[config.mk]
export PLATFORM = sky130hd
export DESIGN_NAME = d_sram_bridge_flat
export DESIGN_NICKNAME = d
export VERILOG_FILES = /design/src/rtl/d_sram_if.sv /design/src/rtl/d_sram_bridge.sv /design/src/flat_wrapper.sv
export SDC_FILE = /design/constraint.sdc
export NUM_CORES = 1
export LEC_CHECK = 0
export ABC_CLOCK_PERIOD_IN_PS = 1800
export CAP_MARGIN = 20
export CORE_MARGIN = 10
export CORE_UTILIZATION = 42
export CTS_CLUSTER_SIZE = 16
export DETAILED_ROUTE_END_ITERATION = 7
export PLACE_DENSITY_LB_ADDON = 0.12
export SLEW_MARGIN = 40
export SYNTH_ARGS = -nofsm -noshare
export SYNTH_HDL_FRONTEND = slang
export SYNTH_SLANG_ARGS = --single-unit
[constraint.sdc]
create_clock -name clk -period 1.8 [get_ports clk]
set_input_delay 0.18 -clock clk [delete_from_list [all_inputs] [get_ports clk]]
set_output_delay 0.18 -clock clk [all_outputs]
set_load 0.01 [all_outputs]
[src/rtl/d_sram_if.sv]
// Sram-like data bus between the data-side bridge (master) and memory (slave).
// One request per req/addr_ok handshake, completed later by data_ok.
interface d_sram_if;
  logic        data_req;
  logic        data_wr;
  logic [1:0]  data_size;
  logic [31:0] data_addr;
  logic [31:0] data_wdata;
  logic        data_addr_ok;
  logic        data_data_ok;
  logic [31:0] data_rdata;

  modport master (
    output data_req, data_wr, data_size, data_addr, data_wdata,
    input  data_addr_ok, data_data_ok, data_rdata
  );

  modport slave (
    input  data_req, data_wr, data_size, data_addr, data_wdata,
    output data_addr_ok, data_data_ok, data_rdata
  );
endinterface

[src/rtl/d_sram_bridge.sv]
// Memory-stage load/store to sram-like bus bridge: one bus transaction per
// instruction, d_stall until data_ok, DONE holds read data across a frozen pipe.
module d_sram_bridge #(
  parameter bit KSEG_MAP = 1'b1
) (
  input  logic        clk,
  input  logic        rst,
  input  logic        cpu_en_i,
  input  logic [3:0]  cpu_wen_i,
  input  logic [31:0] cpu_addr_i,
  input  logic [31:0] cpu_wdata_i,
  output logic [31:0] cpu_rdata_o,
  output logic        d_stall_o,
  input  logic        longest_stall_i,
  d_sram_if.master    bus
);

  typedef enum logic [1:0] {IDLE, ADDR, DATA, DONE} state_e;

  state_e      state_q;
  logic        wr_q, wr_d;
  logic [1:0]  size_q, size_d;
  logic [31:0] addr_q, addr_d;
  logic [31:0] wdata_q;
  logic [31:0] rdata_q;
  logic [1:0]  lo_bits;
  logic        in_addr;
  logic        data_fin;

  // Request fields decoded from the live memory-stage inputs.
  always_comb begin
    wr_d = |cpu_wen_i;
    case (cpu_wen_i)
      4'b1111, 4'b0000:                   size_d = 2'd2;
      4'b0011, 4'b1100:                   size_d = 2'd1;
      4'b0001, 4'b0010, 4'b0100, 4'b1000: size_d = 2'd0;
      default:                            size_d = 2'd2;
    endcase
    lo_bits = 2'b00;
    if      (cpu_wen_i[0]) lo_bits = 2'd0;
    else if (cpu_wen_i[1]) lo_bits = 2'd1;
    else if (cpu_wen_i[2]) lo_bits = 2'd2;
    else if (cpu_wen_i[3]) lo_bits = 2'd3;
    addr_d = {cpu_addr_i[31:2], lo_bits};
    if (KSEG_MAP && cpu_addr_i[31:30] == 2'b10) addr_d[31:29] = 3'b000;
  end

  // Once parked in ADDR the bus sees only latched fields, so a changing
  // cpu_addr/cpu_wdata cannot corrupt a request the slave has not taken yet.
  assign in_addr         = (state_q == ADDR);
  assign data_fin        = (state_q == DATA) && bus.data_data_ok;
  assign bus.data_req    = ((state_q == IDLE) && cpu_en_i) || in_addr;
  assign bus.data_wr     = in_addr ? wr_q    : wr_d;
  assign bus.data_size   = in_addr ? size_q  : size_d;
  assign bus.data_addr   = in_addr ? addr_q  : addr_d;
  assign bus.data_wdata  = in_addr ? wdata_q : cpu_wdata_i;

  assign d_stall_o   = cpu_en_i & ((state_q == IDLE) | in_addr |
                                   ((state_q == DATA) & ~bus.data_data_ok));
  assign cpu_rdata_o = data_fin ? bus.data_rdata : rdata_q;

  always_ff @(posedge clk) begin
    if (rst) begin
      state_q <= IDLE;
      wr_q    <= 1'b0;
      size_q  <= 2'd0;
      addr_q  <= 32'd0;
      wdata_q <= 32'd0;
      rdata_q <= 32'd0;
    end else begin
      case (state_q)
        IDLE: if (cpu_en_i) begin
          if (bus.data_addr_ok) begin
            state_q <= DATA;
          end else begin
            wr_q    <= wr_d;
            size_q  <= size_d;
            addr_q  <= addr_d;
            wdata_q <= cpu_wdata_i;
            state_q <= ADDR;
          end
        end
        ADDR: if (bus.data_addr_ok) state_q <= DATA;
        DATA: if (bus.data_data_ok) begin
          rdata_q <= bus.data_rdata;
          // Park in DONE so a frozen pipe does not re-issue the same access.
          state_q <= (longest_stall_i && cpu_en_i) ? DONE : IDLE;
        end
        DONE: if (!longest_stall_i) state_q <= IDLE;
        default: state_q <= IDLE;
      endcase
    end
  end

endmodule

[src/flat_wrapper.sv]
// flat-port wrapper written by rule: the top's interface ports become plain ports
module d_sram_bridge_flat 
#(
  parameter bit KSEG_MAP = 1'b1
)
  (clk, rst, cpu_en_i, cpu_wen_i, cpu_addr_i, cpu_wdata_i, cpu_rdata_o, d_stall_o, longest_stall_i, bus_data_req, bus_data_wr, bus_data_size, bus_data_addr, bus_data_wdata, bus_data_addr_ok, bus_data_data_ok, bus_data_rdata);
  d_sram_if bus_i ();
  input  logic clk;
  input  logic rst;
  input  logic cpu_en_i;
  input  logic [3:0] cpu_wen_i;
  input  logic [31:0] cpu_addr_i;
  input  logic [31:0] cpu_wdata_i;
  output logic [31:0] cpu_rdata_o;
  output logic d_stall_o;
  input  logic longest_stall_i;
  output wire logic [$bits(bus_i.data_req)-1:0] bus_data_req;
  output wire logic [$bits(bus_i.data_wr)-1:0] bus_data_wr;
  output wire logic [$bits(bus_i.data_size)-1:0] bus_data_size;
  output wire logic [$bits(bus_i.data_addr)-1:0] bus_data_addr;
  output wire logic [$bits(bus_i.data_wdata)-1:0] bus_data_wdata;
  input wire logic [$bits(bus_i.data_addr_ok)-1:0] bus_data_addr_ok;
  input wire logic [$bits(bus_i.data_data_ok)-1:0] bus_data_data_ok;
  input wire logic [$bits(bus_i.data_rdata)-1:0] bus_data_rdata;
  assign bus_data_req = bus_i.data_req;
  assign bus_data_wr = bus_i.data_wr;
  assign bus_data_size = bus_i.data_size;
  assign bus_data_addr = bus_i.data_addr;
  assign bus_data_wdata = bus_i.data_wdata;
  assign bus_i.data_addr_ok = bus_data_addr_ok;
  assign bus_i.data_data_ok = bus_data_data_ok;
  assign bus_i.data_rdata = bus_data_rdata;
  d_sram_bridge #(.KSEG_MAP(KSEG_MAP)) u_core (.clk(clk), .rst(rst), .cpu_en_i(cpu_en_i), .cpu_wen_i(cpu_wen_i), .cpu_addr_i(cpu_addr_i), .cpu_wdata_i(cpu_wdata_i), .cpu_rdata_o(cpu_rdata_o), .d_stall_o(d_stall_o), .longest_stall_i(longest_stall_i), .bus(bus_i));
endmodule
==> summary.md, run 1 <==
| Metric | Value |
|---|---|
| Yosys cell types | `29` |
| Worst Path Required | `1620 ps` |
| Hold Path Class | `primary input to register` |
| Layout cells sized above 1 | `25.2%` |
| Setup tns final | `-2210 ps` |
| CTS sink count | `101` |
| Skew-Pair Late Insertion Delay | `360 ps` |
| CP Max Fanout | `8` |
| Global Route Usage Sum | `19.5%` |
| Syn Inst Count | `633` |
| Max Clock Skew | `15.5 ps` |
| Syn Nets | `740` |
| Tightest Pin Transition | `328 ps` |
| Kind of critical path | `register to output port` |
| RR Startpoint | `u_core.state_q[1]` |
| Final ANT Viol Nets | `0` |
| WP data arrival | `1710 ps` |
| IO buf count | `204` |
| TritonCTS Buffers | `9` |
| Fin nets | `960` |
| Routed length per instance | `16.3 µm` |
| Max cap viols | `0` |
| Setup violations, final | `32` |
| R2R depth | `6` |
| Initial drt markers | `319` |
| First-pass GRT wire length | `24400 µm` |
| Die Y-Extent | `124 µm` |
| R2R setup slack | `140 ps` |
| RR Endpoint | `u_core.addr_q[10]` |
| Residual DRC | `0` |
| PD cells | `702 mW/mm²` |
| Final hold violations | `0` |
| P&R area growth vs syn | `62.8%` |
| RSZ-0062 raised after global routing | `yes` |
| GPL Wtd Cong | `0.824` |
| Most common cell after layout, fill and taps aside | `nand2_1` |
| Dpl hpwl | `11000 µm` |
| Crit end category | `output port` |
| Met2 Use GR | `33.2%` |
| CTS tree | `done` |
| Hold path start | `rst` |
| Area post-placement | `0.00696 mm²` |
| Failing checks | `negative setup slack` |
| Hold path cells | `2` |
| Critical Path Source Type | `register` |
| Design area | `0.00741 mm²` |
| Most frequent cells in the layout | `nand2_1, clkdlybuf4s50_1, dfxtp_1` |
| Pwr Total | `0.00520 W` |
| Storage cell area | `0.00203 mm²` |
| Root Buffer | `clkbuf_8` |
| Initial Util | `43.5%` |
| Met1 usage | `21.7%` |
| Sequential fraction of the synthesis area | `44.4%` |
| Vias in the first global route | `4979` |
| Hold buffers post-CTS | `0` |
| Core Area | `0.0105 mm²` |
| Minimum clock period | `1890 ps` |
| Multi-input logic area | `0.00254 mm²` |
| Final slew viol count | `0` |
| GR peak layer | `met2` |
| Slew headroom | `77.6%` |
| N_diodes | `0` |
| Avg Vias per Cell | `4.97` |
| Initial DRT Pass Iterations | `5` |
| Mean Syn Cell Area | `7.19 µm²` |
| Num rows | `37` |
| DIE AREA | `0.0154 mm²` |
| Clk slew on worst S/H paths | `100 ps` |
| Outcome | `complete, but fails checks` |
| CTS H-tree depth | `3` |
| FF+latch count, synth | `101` |
| Synth warnings | `0` |
| Final wirelength | `16200 µm` |
| Netlist Area Pre-Place | `0.00455 mm²` |
| Met3 GRT Util | `8.42%` |
| Max clock buf depth | `2` |
| Largest net degree at the start of global routing | `55` |
| Static Leak | `3.39 nW` |
| WHS Endpoint | `u_core.rdata_q[22]` |
| Gr ovfl total | `0` |
| Vias after detailed routing | `4937` |
| Antenna violations before repair | `0` |
| Period utilisation layout | `105%` |
| FMAX | `0.528 GHz` |
| Setup WS post-layout | `-93.3 ps` |
| Maximum vdd drop | `0.000403 V` |
| FILL cells | `868` |
| # IOs | `207` |
| Chip width | `124 µm` |
[cells by family (layout without fill, tap and decap cells)]
family,after synthesis,after routing,share of synthesized area (%)
compound gates,85,85,10.1
fa+ha+maj,1,1,0.275
buf+inv,48,273,4.29
flops,101,101,44.4
mux,32,32,7.91
simple gates,366,366,33.0
[layout make-up]
type	count	area share [%]
flip-flops and latches	101	27.3
clock buffers	12	2.09
clock inverters	4	0.759
inverters	2	0.101
repair buffers	255	33.1
multi-input cells	484	34.3
well taps	136	2.29
[repair_timing]
item                                    4_1_cts  5_1_grt
hold endpoints to repair                      0        0
endpoints found under the setup margin      101       84
resized for setup                           374      127
buffers inserted                             11        4
cloned                                        6        2
pin swaps                                     1        5
[critical path, cell delays in order, from the launching register on]
cell and delay [ps]:
dfxtp_2 350, buf_12 110, nand3b_1 130, buf_6 170
clkbuf_16 170, mux2_4 320, buf_6 130
[metal layers]
| metal | routed length [µm] | part of all wire (%) |
|---|---|---|
| met4 | 223 | 1.4 |
| met5 | 0 | 0 |
| met3 | 1760 | 11 |
| met2 | 7910 | 49 |
| met1 | 6290 | 39 |
[report_power, final]
| part | internal, W | switching, W | total [W] |
|---|---|---|---|
| combinational | 0.000711 | 0.000604 | 0.00131 |
| sequential | 0.00233 | 0.0000470 | 0.00238 |
| clock | 0.000728 | 0.000783 | 0.00151 |
| total | 0.00377 | 0.00143 | 0.00520 |
[cell usage after synthesis]
master | instances | area, µm²
ha_1 | 1 | 12.5
nor2_1 | 10 | 37.5
nand3_1 | 2 | 10.0
a211o_1 | 1 | 8.76
a211oi_1 | 4 | 30.0
o21ai_0 | 5 | 25.0
clkbuf_1 | 32 | 120
nor4_1 | 1 | 6.26
nor4bb_1 | 1 | 10.0
and2_1 | 1 | 6.26
buf_1 | 2 | 7.51
a21oi_1 | 68 | 340
a2111oi_0 | 1 | 8.76
inv_1 | 2 | 7.51
buf_2 | 12 | 60.1
nand2_1 | 310 | 1160
o31ai_1 | 1 | 7.51
a21o_1 | 1 | 7.51
mux2_2 | 32 | 360
o211ai_1 | 2 | 15.0
o22a_1 | 1 | 8.76
dfxtp_1 | 101 | 2020
o41ai_1 | 1 | 8.76
nand2b_1 | 2 | 12.5
nor2b_1 | 34 | 213
nor3_1 | 1 | 5.00
nand3b_1 | 2 | 15.0
nor4b_2 | 1 | 15.0
or4b_1 | 1 | 10.0
[worst max path at each step]
| stage | cells after the start | slack (ps) | from | end |
|---|---|---|---|---|
| after CTS | 6 | -190 | u_core.state_q[1] | cpu_rdata_o[29] |
| after global placement | 7 | -270 | cpu_wen_i[0] | bus_data_size[1] |
| final | 6 | -90 | u_core.state_q[1] | cpu_rdata_o[21] |
| after floorplan | 6 | 210 | u_core.state_q[0] | u_core.wdata_q[12] |
| after detailed placement | 6 | -290 | cpu_wen_i[1] | bus_data_size[0] |
| after global routing | 6 | -150 | u_core.state_q[1] | cpu_rdata_o[8] |
[stage by stage]
| stage | instances | util [%] | setup slack (ps) | hold WS (ps) |
|---|---|---|---|---|
| finish | 994 | 70.9 | -93.3 | 173 |
| global route | 994 | 70.9 | -153 | 166 |
| CTS | 992 | 69.0 | -191 | 157 |
| detailed placement | 959 | 66.5 | -288 | 447 |
| global placement | 959 | 66.5 | -270 | 441 |
| floorplan | 633 | - | 214 | 284 |
[state kept, by name, indices dropped and copies added (netlist names)]
name,count
u_core.size_q,2
u_core.wdata_q,32
u_core.state_q,2
u_core.wr_q,1
u_core.addr_q,32
u_core.rdata_q,32
(Power assumes the default switching activity.)
==> run 2, diff against run 1 <==
- CORE_MARGIN: 10 -> 2
==> run 2 against run 1 <==
The run still ends with negative setup slack left. Critical path depth stayed put. Count of clock-buffer cells in the layout down 1. Non-clock buffer count decreased by 7. Core utilization is 4.2 points lower. First-iteration DRC count decreased by 31%. Sequential cell count unchanged. Die area shrank 24%. Sequential share of layout area is 1.1 points higher. Largest cell class unchanged.
==> summary.md, run 2 (same netlist as run 1, synthesis figures left out) <==
| Metric | Value |
|---|---|
| Storage cell area | `0.00203 mm² (+0.12%)` |
| Pre-CTS setup slack | `-321 ps (-33.7 ps)` |
| Tightest Pin Transition | `613 ps (+285 ps)` |
| Num rows | `38 (+2.7%)` |
| CTS sink count | `101 (unchanged)` |
| CTS H-tree depth | `3 (unchanged)` |
| Hold Path Class | `primary input to register` |
| R2R depth | `6 (unchanged)` |
| Most frequent cells in the layout | `nand2_1, clkdlybuf4s50_1, dfxtp_1` |
| CTS tree | `done` |
| Skew-Pair Late Insertion Delay | `360 ps (about the same)` |
| Initial Util | `42.6% (-0.96 points)` |
| Minimum clock period | `1920 ps (+27.5 ps)` |
| Max clock buf depth | `2 (unchanged)` |
| N_diodes | `0 (unchanged)` |
| FILL cells | `926 (+6.7%)` |
| Maximum vdd drop | `0.000355 V (-12%)` |
| Setup WS post-layout | `-121 ps (-27.5 ps)` |
| RR Endpoint | `u_core.addr_q[8]` |
| Worst Path Required | `1620 ps (about the same)` |
| TritonCTS Buffers | `9 (unchanged)` |
| Hold path cells | `2 (unchanged)` |
| Chip width | `108 µm (-13%)` |
| Fin nets | `953 (-0.73%)` |
| P&R area growth vs syn | `56.7%` |
| Final wirelength | `13500 µm (-16%)` |
| First-pass GRT wire length | `21700 µm (-11%)` |
| Initial drt markers | `221 (-31%)` |
| Period utilisation layout | `107% (+1.5 points)` |
| Initial DRT Pass Iterations | `4 (-1)` |
| Antenna violations before repair | `0 (unchanged)` |
| Static Leak | `3.21 nW (-5.3%)` |
| Power Internal | `0.00363 W (-3.6%)` |
| Kind of critical path | `register to output port` |
| Die Y-Extent | `108 µm (-13%)` |
| WHS Endpoint | `u_core.rdata_q[3]` |
| Residual DRC | `0 (unchanged)` |
| Final hold violations | `0 (unchanged)` |
| Leading registers by flop count | `u_core.addr_q x32, u_core.rdata_q x32, u_core.wdata_q x32` |
| Most common cell after layout, fill and taps aside | `nand2_1` |
| DIE AREA | `0.0117 mm² (-24%)` |
| Layout cells sized above 1 | `24.1% (-1.1 points)` |
| Dpl hpwl | `9350 µm (-15%)` |
| Post-Place Cells | `960 (+0.10%)` |
| IO buf count | `204 (unchanged)` |
| Comb pwr share | `24.3% (-1.0 points)` |
| Fin cells | `991 (-0.30%)` |
| GPL Wtd Cong | `0.809 (-1.9%)` |
| Hold path start | `rst` |
| Max Clock Skew | `13.6 ps (-1.98 ps)` |
| Root Buffer | `clkbuf_8` |
| Global Route Usage Sum | `22.9% (+3.4 points)` |
| RR Startpoint | `u_core.state_q[0]` |
| PD cells | `700 mW/mm² (-0.24%)` |
| Failing checks | `negative setup slack` |
| Routed length per instance | `13.6 µm (-16%)` |
| Critical Path Source Type | `register` |
| Outcome | `complete, but fails checks` |
| # IOs | `207 (unchanged)` |
| Post-layout util | `66.7% (-4.2 points)` |
| Setup violations, final | `16 (-50%)` |
| Gr ovfl total | `0 (unchanged)` |
| Crit end category | `output port` |
| Clock power share | `28.1% (-0.9 points)` |
| Final ANT Viol Nets | `0 (unchanged)` |
| Switch share | `27.3% (-0.26 points)` |
| Final slew viol count | `0 (unchanged)` |
| Vias after detailed routing | `4852 (-1.7%)` |
| Sequential share of power | `47.6% (+1.9 points)` |
| Sw power | `0.00136 W (-4.9%)` |
| R2R setup slack | `180 ps (+40 ps)` |
| WP data arrival | `1740 ps (+30 ps)` |
| RSZ-0062 raised after global routing | `yes` |
| Core Area | `0.0107 mm² (+2.2%)` |
| Multi-input logic area | `0.00241 mm² (-5.1%)` |
| Max cap viols | `0 (unchanged)` |
| CP Max Fanout | `8 (unchanged)` |
| Slew headroom | `59.1% (-18 points)` |
| Largest net degree at the start of global routing | `45 (-18%)` |
| Clk slew on worst S/H paths | `100 ps (about the same)` |
| Vias in the first global route | `4672 (-6.2%)` |
| FMAX | `0.521 GHz (-1.4%)` |
| Avg Vias per Cell | `4.90 (-1.4%)` |
-- run 2: cell count changes in the layout (fill, tap and decap cells not counted), moves of 2 or more --
cell	previous run	this run
buf_12	13	11
buf_4	27	22
buf_6	42	31
clkbuf_16	2	0
clkbuf_2	14	19
clkbuf_8	11	9
clkdlybuf4s15_2	0	4
mux2_2	0	28
mux2_4	32	4
nor2_1	9	7
nor2_2	1	3
-- run 2: layer usage --
layer | part of all wire [%] | global-route usage [%] | wire length, µm
met4 | 1.9 | 6.96 | 257
met1 | 40 | 26.4 | 5420
met3 | 8.4 | 6.15 | 1130
met5 | 0 | 0 | 0
met2 | 50 | 41.4 | 6720
-- run 2: timing repair --
item                       in CTS  in global routing
gates cloned                    6                  0
setup endpoints to repair     101                101
hold buffers                    0                  0
gates resized for setup       371                 69
pin swaps                       5                  0
buffers inserted               13                  4
-- run 2: worst max path at each step --
stage	to	slack (ps)	from	cells past startpoint
3_5_place_dp	bus_data_size[1]	-320	cpu_wen_i[1]	7
4_1_cts	bus_data_wdata[12]	-170	u_core.state_q[0]	10
6_report	cpu_rdata_o[27]	-120	u_core.state_q[0]	6
5_1_grt	cpu_rdata_o[7]	-190	u_core.state_q[0]	6
3_3_place_gp	bus_data_size[1]	-300	cpu_wen_i[1]	7
2_1_floorplan	u_core.wdata_q[12]	210	u_core.state_q[0]	6
-- run 2: metrics by stage --
stage	hold WS [ps]	TNS (ps)	instance area (µm²)	total power, W
2_1_floorplan	284	0	4550	0.00293
3_3_place_gp	442	-13450	6950	0.00366
3_5_place_dp	447	-14530	6950	0.00368
4_1_cts	319	-3450	7350	0.00510
5_1_grt	333	-3390	7140	0.00526
6_report	321	-1600	7140	0.00500
-- run 2: cell type report --
class,count,share of cell area [%]
inverter,2,0.105
clock inverter,5,0.859
multi-input combinational,484,33.8
tap,140,2.45
timing repair buffer,248,32.5
sequential,101,28.4
clock buffer,11,1.84
-- run 2: critical path: stages, from the launching register on --
cell	delay (ps)
dfxtp_4	360
nand3b_1	190
buf_6	150
buf_6	120
buf_16	140
mux2_4	310
buf_6	120
-- run 2: power by group through the flow --
stage	Combinational (W)	Clock [W]	Sequential [W]
after floorplan	0.000512	0	0.00242
after global placement	0.00123	0	0.00242
after detailed placement	0.00125	0	0.00243
after CTS	0.00127	0.00146	0.00238
after global routing	0.00132	0.00155	0.00239
final	0.00122	0.00140	0.00238
==> run 3, diff against run 2 <==
- GPL_TIMING_DRIVEN: not set -> 1
==> results of run 3 <==
Same layout as run 2: the final DEF is identical, and so are final timing and power.
